===== config.mk =====
export PLATFORM = sky130hd
export DESIGN_NAME = bram_image_writer_flat
export DESIGN_NICKNAME = d
export VERILOG_FILES = /design/src/rtl/bram_image_writer_if.sv /design/src/rtl/bram_image_writer.sv /design/src/flat_wrapper.sv
export SDC_FILE = /design/constraint.sdc
export NUM_CORES = 1
export LEC_CHECK = 0
export CAP_MARGIN = 20
export CORE_UTILIZATION = 48
export CTS_CLUSTER_SIZE = 40
export DETAILED_ROUTE_END_ITERATION = 12
export PLACE_DENSITY = 0.76
export SETUP_SLACK_MARGIN = 0.3
export SLEW_MARGIN = 20
export SYNTH_ARGS = -nofsm -noshare
export SYNTH_HDL_FRONTEND = slang
export SYNTH_SLANG_ARGS = --single-unit

===== constraint.sdc =====
create_clock -name clk -period 3.1 [get_ports clk]
set_input_delay 0.93 -clock clk [delete_from_list [all_inputs] [get_ports clk]]
set_output_delay 0.93 -clock clk [all_outputs]
set_load 0.03 [all_outputs]

===== src/rtl/bram_image_writer_if.sv =====
// Byte-stream valid/ready channel feeding the image BRAM writer.
// The source drives data/valid; the writer drives ready.
interface bram_image_writer_if;
    logic [7:0] s_data;
    logic       s_valid;
    logic       s_ready;

    modport master (
        output s_data,
        output s_valid,
        input  s_ready
    );

    modport slave (
        input  s_data,
        input  s_valid,
        output s_ready
    );
endinterface


===== src/rtl/bram_image_writer.sv =====
// Frame loader: unpacks a byte stream (3 bytes -> 2 x 12-bit pixels) into sequential
// writes on the image BRAM write port, terminating after IMG_W*IMG_H pixels.
module bram_image_writer #(
    parameter int unsigned IMG_W  = 320,
    parameter int unsigned IMG_H  = 320,
    parameter int unsigned ADDR_W = 17,
    parameter int unsigned PIX_W  = 12
) (
    input  logic                  clk,
    input  logic                  reset,
    input  logic                  start_i,
    input  logic                  abort_i,
    bram_image_writer_if.slave    s_if,
    output logic                  bram_we_o,
    output logic [ADDR_W-1:0]     bram_addr_o,
    output logic [PIX_W-1:0]      bram_din_o,
    output logic                  busy_o,
    output logic                  done_o,
    output logic [ADDR_W-1:0]     pixel_count_o
);

    localparam int unsigned          NPix    = IMG_W * IMG_H;
    localparam logic [ADDR_W-1:0]    LastPtr = ADDR_W'(NPix - 1);

    if (PIX_W != 12) begin : g_bad_pix_w
        $error("bram_image_writer: packing requires PIX_W == 12");
    end
    if ((NPix % 2) != 0) begin : g_odd_frame
        $error("bram_image_writer: IMG_W*IMG_H must be even");
    end
    if (longint'(NPix) > (longint'(1) << ADDR_W)) begin : g_addr_small
        $error("bram_image_writer: frame does not fit in ADDR_W address bits");
    end

    typedef enum logic [1:0] {
        StIdle,
        StB0,
        StB1,
        StB2
    } state_e;

    state_e              state_q;
    logic [7:0]          b0_q;
    logic [3:0]          b1_hi_q;
    logic [ADDR_W-1:0]   wr_ptr_q;
    logic                we_q;
    logic [ADDR_W-1:0]   addr_q;
    logic [PIX_W-1:0]    din_q;
    logic                busy_q;
    logic                done_q;
    logic [ADDR_W-1:0]   pix_cnt_q;

    logic                s_ready;
    logic                accept;

    // Ready depends only on state and abort, never on s_valid.
    assign s_ready     = (state_q != StIdle) && !abort_i;
    assign accept      = s_if.s_valid && s_ready;
    assign s_if.s_ready = s_ready;

    always_ff @(posedge clk or posedge reset) begin
        if (reset) begin
            state_q   <= StIdle;
            b0_q      <= '0;
            b1_hi_q   <= '0;
            wr_ptr_q  <= '0;
            we_q      <= 1'b0;
            addr_q    <= '0;
            din_q     <= '0;
            busy_q    <= 1'b0;
            done_q    <= 1'b0;
            pix_cnt_q <= '0;
        end else begin
            we_q   <= 1'b0;
            done_q <= 1'b0;
            if (abort_i) begin
                // Any partially latched pixel is dropped; a write registered last
                // edge has already been presented and is unaffected.
                state_q <= StIdle;
                busy_q  <= 1'b0;
            end else begin
                unique case (state_q)
                    StIdle: begin
                        if (start_i) begin
                            state_q   <= StB0;
                            busy_q    <= 1'b1;
                            pix_cnt_q <= '0;
                            wr_ptr_q  <= '0;
                        end
                    end
                    StB0: begin
                        if (accept) begin
                            b0_q    <= s_if.s_data;
                            state_q <= StB1;
                        end
                    end
                    StB1: begin
                        if (accept) begin
                            we_q      <= 1'b1;
                            addr_q    <= wr_ptr_q;
                            din_q     <= {s_if.s_data[3:0], b0_q};
                            wr_ptr_q  <= wr_ptr_q + ADDR_W'(1);
                            pix_cnt_q <= pix_cnt_q + ADDR_W'(1);
                            b1_hi_q   <= s_if.s_data[7:4];
                            state_q   <= StB2;
                        end
                    end
                    StB2: begin
                        if (accept) begin
                            we_q      <= 1'b1;
                            addr_q    <= wr_ptr_q;
                            din_q     <= {s_if.s_data, b1_hi_q};
                            wr_ptr_q  <= wr_ptr_q + ADDR_W'(1);
                            pix_cnt_q <= pix_cnt_q + ADDR_W'(1);
                            if (wr_ptr_q == LastPtr) begin
                                state_q <= StIdle;
                                busy_q  <= 1'b0;
                                done_q  <= 1'b1;
                            end else begin
                                state_q <= StB0;
                            end
                        end
                    end
                    default: state_q <= StIdle;
                endcase
            end
        end
    end

    assign bram_we_o     = we_q;
    assign bram_addr_o   = addr_q;
    assign bram_din_o    = din_q;
    assign busy_o        = busy_q;
    assign done_o        = done_q;
    assign pixel_count_o = pix_cnt_q;

endmodule


===== src/flat_wrapper.sv =====
// flat-port wrapper written by rule: the top's interface ports become plain ports
module bram_image_writer_flat 
#(
    parameter int unsigned IMG_W  = 320,
    parameter int unsigned IMG_H  = 320,
    parameter int unsigned ADDR_W = 17,
    parameter int unsigned PIX_W  = 12
)
  (clk, reset, start_i, abort_i, bram_we_o, bram_addr_o, bram_din_o, busy_o, done_o, pixel_count_o, s_if_s_data, s_if_s_valid, s_if_s_ready);
  bram_image_writer_if s_if_i ();
  input  logic clk;
  input  logic reset;
  input  logic start_i;
  input  logic abort_i;
  output logic bram_we_o;
  output logic [ADDR_W-1:0] bram_addr_o;
  output logic [PIX_W-1:0] bram_din_o;
  output logic busy_o;
  output logic done_o;
  output logic [ADDR_W-1:0] pixel_count_o;
  input wire logic [$bits(s_if_i.s_data)-1:0] s_if_s_data;
  input wire logic [$bits(s_if_i.s_valid)-1:0] s_if_s_valid;
  output wire logic [$bits(s_if_i.s_ready)-1:0] s_if_s_ready;
  assign s_if_i.s_data = s_if_s_data;
  assign s_if_i.s_valid = s_if_s_valid;
  assign s_if_s_ready = s_if_i.s_ready;
  bram_image_writer #(.IMG_W(IMG_W), .IMG_H(IMG_H), .ADDR_W(ADDR_W), .PIX_W(PIX_W)) u_core (.clk(clk), .reset(reset), .start_i(start_i), .abort_i(abort_i), .s_if(s_if_i), .bram_we_o(bram_we_o), .bram_addr_o(bram_addr_o), .bram_din_o(bram_din_o), .busy_o(busy_o), .done_o(done_o), .pixel_count_o(pixel_count_o));
endmodule

==> impl_metrics.env, run 1 <==
export IMPL_status="complete, no violations"
export IMPL_drtPass1Iterations=5
export IMPL_crit_family="buffers and inverters"
export IMPL_crit_path_end_kind="output pin"
export IMPL_pwr_density_cell_mw_per_mm2=605
export IMPL_multi_input_area_sq_mm=0.00162
export IMPL_grt_overflow=0
export IMPL_slowest_stage="clkdlybuf4s50_1"
export IMPL_nFillCells=613
export IMPL_yosys_register_bits=80
export IMPL_grt_pass1_wl_mm=13.1
export IMPL_detail_route_wl_per_cell_um=14.9
export IMPL_wirelength_mm=7.58
export IMPL_seq_area_sq_mm=0.00200
export IMPL_dp_hpwl_mm=5.28
export IMPL_grt_pass1_vias=2663
export IMPL_required_ns=2.17
export IMPL_syn_num_nets=360
export IMPL_finClkSkew_ns=0.00640
export IMPL_setup_violations_final=0
export IMPL_drcViolationCount=0
export IMPL_fp_dieH_um=89.9
export IMPL_dp_cells=494
export IMPL_critPathKind="in2out"
export IMPL_crit_path_cell_trace="clkdlybuf4s50_1, nor2_1, buf_4"
export IMPL_insertion_delay_ns=0.35
export IMPL_hold_slack_ns=0.483
export IMPL_hold_viol_final=0
export IMPL_vias=2726
export IMPL_rsz0062_at_grt="false"
export IMPL_instances_no_fill=510
export IMPL_max_stage_delay_ns=0.50
export IMPL_ys_seq_area_share_pct=53.9
export IMPL_die_x_um=89.9
export IMPL_postCtsSetupBuffers=0
export IMPL_io_pins=63
export IMPL_die_area_sq_mm=0.00809
export IMPL_setup_ws_ns=0.375
export IMPL_portBuffers=62
export IMPL_p_leak_nw=2.05
export IMPL_hold_class="reg2reg"
export IMPL_worst_slew_pin_slew_ns=0.514
export IMPL_yosysWarnings=0
export IMPL_start_util_pct=50.4
export IMPL_grtUsageTotal_pct=20.3
export IMPL_relSlewSlack_pct=65.6
export IMPL_drv_cap=0
export IMPL_cts_clk_slew_worst_paths_ns=0.07
export IMPL_core_area_sq_mm=0.00737
export IMPL_period_minus_slack_ns=2.73
export IMPL_cts_tree="yes"
export IMPL_cts_buffers=9
export IMPL_area_delta_synth_final_pct=25.5
export IMPL_finalCritPeriodShare_pct=87.9
export IMPL_drive_above_1_share_pct=14.4
export IMPL_cts_resized=0
export IMPL_antennaDiodeCount=0
export IMPL_clkSinkCount=80
export IMPL_yosysUniqueCellTypes=36
export IMPL_cts_buffer_depth=2
export IMPL_viasPerCell=5.35
export IMPL_place_area_sq_mm=0.00448
export IMPL_clock_root_buffer="clkbuf_8"
export IMPL_ant_nets=0
export IMPL_finish_instance_area_sq_mm=0.00466
export IMPL_cts_max_level=3
export IMPL_place_congestion=0.748
export IMPL_rows=31
export IMPL_grt_max_degree=81
export IMPL_syn_area_sq_mm=0.00371
export IMPL_finalNetCount=426
export IMPL_setup_tns_final_ns=0
export IMPL_cp_max_fo=4
export IMPL_drt_iter0_drc=139
export IMPL_avgSynthCellArea_sq_um=10.9
export IMPL_synth_cells=340
export IMPL_finalMaxSlewViolations=0
export IMPL_fmax_mhz=367
export IMPL_hold_buffers=0
export IMPL_path_buf_inv=2
export IMPL_worstPathArrival_ns=1.80
export IMPL_dpl_worst_slack_ns=0.330
export IMPL_peakVddDrop_mv=0.463
export IMPL_cp_start_kind="input pin"
export IMPL_grt_antenna_before_repair=0
kinds of logic (layout without fill, tap and decap cells):
kind of cell / count (synthesis) / count (layout) / synth area share (%)
AO/OA/AOI/OAI: 29 / 29 / 4.11
XOR/XNOR: 26 / 26 / 6.14
adder cells (fa/ha/maj): 7 / 7 / 2.36
buffers and inverters: 22 / 93 / 2.66
flip-flops: 80 / 80 / 53.9
multiplexers: 45 / 45 / 13.6
AND/OR/NAND/NOR: 131 / 131 / 17.2
worst min-delay path, cell delays in order, from the launching register on:
cell and delay [ns]:
dfrtp_1 0.35, nand2_1 0.05, o21ai_0 0.06
Yosys cell counts:
| master | count | area (sq um) |
|---|---|---|
| dfrtp_1 | 80 | 2000 |
| nor2_1 | 38 | 143 |
| mux2_2 | 30 | 338 |
| nand2_1 | 30 | 113 |
| o21ai_0 | 19 | 95.1 |
| nand3_1 | 18 | 90.1 |
| xor2_1 | 15 | 131 |
| clkbuf_1 | 13 | 48.8 |
| mux2i_1 | 13 | 130 |
| xnor2_1 | 11 | 96.3 |
| nor3_1 | 8 | 40.0 |
| a21oi_1 | 7 | 35.0 |
| ha_1 | 7 | 87.6 |
| nand4_1 | 7 | 43.8 |
| and3_1 | 6 | 37.5 |
| inv_1 | 6 | 22.5 |
| and2_1 | 3 | 18.8 |
| nand2b_1 | 3 | 18.8 |
| nor4_1 | 3 | 18.8 |
| or3_1 | 3 | 18.8 |
| and4_1 | 2 | 17.5 |
| buf_6 | 2 | 22.5 |
| nor4b_1 | 2 | 17.5 |
| o31ai_1 | 2 | 15.0 |
| and2_0 | 1 | 6.26 |
| buf_2 | 1 | 5.00 |
| mux2_4 | 1 | 15.0 |
| mux2i_4 | 1 | 22.5 |
| nand3b_1 | 1 | 7.51 |
| nand4b_1 | 1 | 8.76 |
| nor2_2 | 1 | 6.26 |
| nor2b_1 | 1 | 6.26 |
| nor3b_1 | 1 | 7.51 |
| o211ai_1 | 1 | 7.51 |
| or2_1 | 1 | 6.26 |
| or4_4 | 1 | 11.3 |
per-stage QoR:
stage / total power [mW] / utilization [%]
detailed placement: 2.11 / 60.8
floorplan: 1.85 / -
finish: 2.82 / 63.2
global route: 2.97 / 63.2
CTS: 2.83 / 63.2
global placement: 2.08 / 60.8
placed cells by master, fill, tap and decap left out, drive strengths merged, types with 2 or more instances in the layout:
cell	netlist	final
mux2i	14	14
or3	3	3
dfrtp	80	80
clkbuf	13	12
clkinv	0	3
a21oi	7	7
o31ai	2	2
and4	2	2
buf	3	10
clkdlybuf4s50	0	61
inv	6	5
nand4	7	7
xor2	15	15
xnor2	11	11
nor4b	2	2
nand3	18	18
nor3	8	8
o21ai	19	19
nor4	3	3
ha	7	7
and3	6	6
nor2	39	39
mux2	31	31
and2	4	4
nand2b	3	3
nand2	30	30
per-layer routing:
layer / up-vias / GRT usage [%] / wire, um
met5: - / 0 / 0
met4: 0 / 9.81 / 192
met3: 13 / 3.05 / 215
met2: 54 / 31.7 / 3620
met1: 1360 / 27.9 / 3560
li1: 1299 / - / -
path summary, 6_finish.rpt:
path / from / slack [ns] / cells past startpoint / end
worst max-delay path: abort_i / 0.37 / 3 / s_if_s_ready
worst min-delay path: u_core.bram_din_o[1]$_DFFE_PP0P_ / 0.48 / 2 / u_core.bram_din_o[1]$_DFFE_PP0P_
worst max register to register: u_core.state_q[0]$_DFFE_PP0P_ / 0.72 / 7 / u_core.wr_ptr_q[16]$_DFFE_PP0P_
worst min register to register: u_core.bram_din_o[1]$_DFFE_PP0P_ / 0.48 / 2 / u_core.bram_din_o[1]$_DFFE_PP0P_
max in group asynchronous: reset / 1.73 / 3 / u_core.bram_addr_o[8]$_DFFE_PP0P_
min in group asynchronous: reset / 1.03 / 3 / u_core.bram_we_o$_DFF_PP0_
registers in the layout, summed over array words and instances (netlist names):
register / cells
u_core.bram_addr_o: 17
u_core.pixel_count_o: 17
u_core.wr_ptr_q: 17
u_core.bram_din_o: 12
u_core.b0_q: 8
u_core.b1_hi_q: 4
u_core.state_q: 2
u_core.bram_we_o: 1
u_core.busy_o: 1
u_core.done_o: 1
area by class of cell:
class	instances	share of cell area, %
repair buffers	71	15.3
clock buffers	12	2.90
inverters	6	0.564
flip-flops and latches	80	43.0
clock inverters	4	0.967
well taps	99	2.66
multi-input cells	238	34.7
power by group:
group | switching, mW | total (mW) | internal (mW) | leakage, nW
sequential | 0.0940 | 1.27 | 1.18 | 1.10
clock | 0.360 | 0.730 | 0.369 | 0.0941
combinational | 0.467 | 0.818 | 0.350 | 0.856
total | 0.922 | 2.82 | 1.90 | 2.05
(Power assumes the default switching activity.)
==> run 2, diff against run 1 <==
Settings changed: CORE_UTILIZATION 48 to 35, PLACE_DENSITY 0.76 to unset.
==> impl_metrics.env, run 2 (same netlist as run 1, synthesis figures left out) <==
export IMPL_period_minus_slack_ns=2.73
export IMPL_finClkSkew_ns=0.00758
export IMPL_rr_worst_depth=7
export IMPL_finalCritPeriodShare_pct=88.0
export IMPL_drv_cap=0
export IMPL_vias=2626
export IMPL_pwr_density_cell_mw_per_mm2=630
export IMPL_grt_pass1_wl_mm=12.9
export IMPL_die_area_sq_mm=0.0110
export IMPL_grtUsageTotal_pct=15.0
export IMPL_grt_overflow=0
export IMPL_crit_path_end_kind="output pin"
export IMPL_ant_nets=0
export IMPL_clock_root_buffer="clkbuf_8"
export IMPL_die_x_um=105
export IMPL_r2r_start="u_core.state_q[0]$_DFFE_PP0P_"
export IMPL_hold_class="reg2reg"
export IMPL_cts_buffer_depth=2
export IMPL_mostFrequentLayoutCell="dfrtp_1"
export IMPL_dp_hpwl_mm=5.26
export IMPL_drtPass1Iterations=4
export IMPL_setup_tns_final_ns=0
export IMPL_grt_max_degree=81
export IMPL_cts_resized=0
export IMPL_clkSinkCount=80
export IMPL_io_pins=63
export IMPL_required_ns=2.17
export IMPL_antennaDiodeCount=0
export IMPL_cp_max_fo=3
export IMPL_nFillCells=947
export IMPL_core_area_sq_mm=0.0103
export IMPL_final_core_util_pct=46.2
export IMPL_postCtsSetupBuffers=0
export IMPL_worstPathArrival_ns=1.80
export IMPL_hold_viol_final=0
export IMPL_r2r_end="u_core.wr_ptr_q[16]$_DFFE_PP0P_"
export IMPL_finalMaxSlewViolations=0
export IMPL_wirelength_mm=7.62
export IMPL_rsz0062_at_grt="false"
export IMPL_holdPathStages=2
export IMPL_cts_max_level=3
export IMPL_drt_iter0_drc=103
export IMPL_p_leak_nw=2.07
export IMPL_drcViolationCount=0
export IMPL_hp_start="u_core.bram_din_o[9]$_DFFE_PP0P_"
export IMPL_hold_slack_ns=0.480
export IMPL_finalNetCount=426
export IMPL_min_to="u_core.bram_din_o[9]$_DFFE_PP0P_"
export IMPL_grt_antenna_before_repair=0
export IMPL_hold_buffers=0
export IMPL_place_congestion=0.734
export IMPL_fmax_mhz=366
export IMPL_cts_tree="yes"
export IMPL_grt_pass1_vias=2612
export IMPL_portBuffers=62
export IMPL_detail_route_wl_per_cell_um=13.9
export IMPL_setup_violations_final=0
export IMPL_cts_clk_slew_worst_paths_ns=0.07
export IMPL_drive_above_1_share_pct=15.1
export IMPL_relSlewSlack_pct=69.0
export IMPL_area_delta_synth_final_pct=28.6
export IMPL_worst_slew_pin_slew_ns=0.463
export IMPL_critPathKind="in2out"
export IMPL_cts_buffers=9
export IMPL_rows=37
export IMPL_r2r_setup_slack_ns=0.73
export IMPL_start_util_pct=35.9
export IMPL_most_common_layout_cells="dfrtp_1 (80), clkdlybuf4s50_1 (61), nor2_1 (37), nand2_1 (30), mux2_2 (30)"
export IMPL_viasPerCell=4.80
export IMPL_status="complete, no violations"
export IMPL_peakVddDrop_mv=0.270
export IMPL_insertion_delay_ns=0.35
export IMPL_fp_dieH_um=105
export IMPL_cp_start_kind="input pin"
==> run 2: metrics by stage <==
stage          cell area [sq um]  std cells  power [mW]  setup slack [ns]
3_3_place_gp                4520        531        2.09             0.310
5_1_grt                     4770        547        3.18             0.332
2_1_floorplan               3710        340        1.85             0.621
6_report                    4770        547        3.01             0.371
4_1_cts                     4770        547        3.04             0.331
3_5_place_dp                4520        531        2.11             0.272
==> run 2: area by class of cell <==
class / instances / area, sq um / share of cell area (%)
sequential: 80 / 2000 / 42.0
multi-input combinational: 238 / 1620 / 33.9
timing repair buffer: 71 / 711 / 14.9
tap: 136 / 170 / 3.57
clock buffer: 11 / 141 / 2.96
clock inverter: 5 / 104 / 2.18
inverter: 6 / 26.3 / 0.551
==> run 2: how the worst max path moves through the flow <==
stage            start                            endpoint  slack [ns]
6_report       abort_i                        s_if_s_ready        0.37
2_1_floorplan  abort_i                        s_if_s_ready        0.62
3_3_place_gp   abort_i                        s_if_s_ready        0.31
3_5_place_dp   abort_i  u_core.bram_addr_o[15]$_DFFE_PP0P_        0.27
5_1_grt        abort_i                        s_if_s_ready        0.33
4_1_cts        abort_i                        s_if_s_ready        0.33
==> run 2: layer usage <==
| layer | routed length [um] | GRT usage [%] |
|---|---|---|
| met1 | 3760 | 20.0 |
| met5 | 0 | 0 |
| met4 | 82 | 5.33 |
| met3 | 280 | 4.12 |
| met2 | 3490 | 23.2 |
==> run 2: where the power goes <==
part	switching [mW]	internal [mW]	leakage (nW)
logic	0.459	0.352	0.850
registers	0.0910	1.18	1.10
clock network	0.370	0.558	0.124
==> run 2: critical path: stages <==
cell,delay [ns]
clkdlybuf4s50_1,0.51
nor2_2,0.18
buf_4,0.18
==> run 3, diff against run 2 <==
Settings changed: TNS_END_PERCENT set to 5.
==> results of run 3 <==
Same layout as run 2: the final DEF is identical, and so are final timing and power.
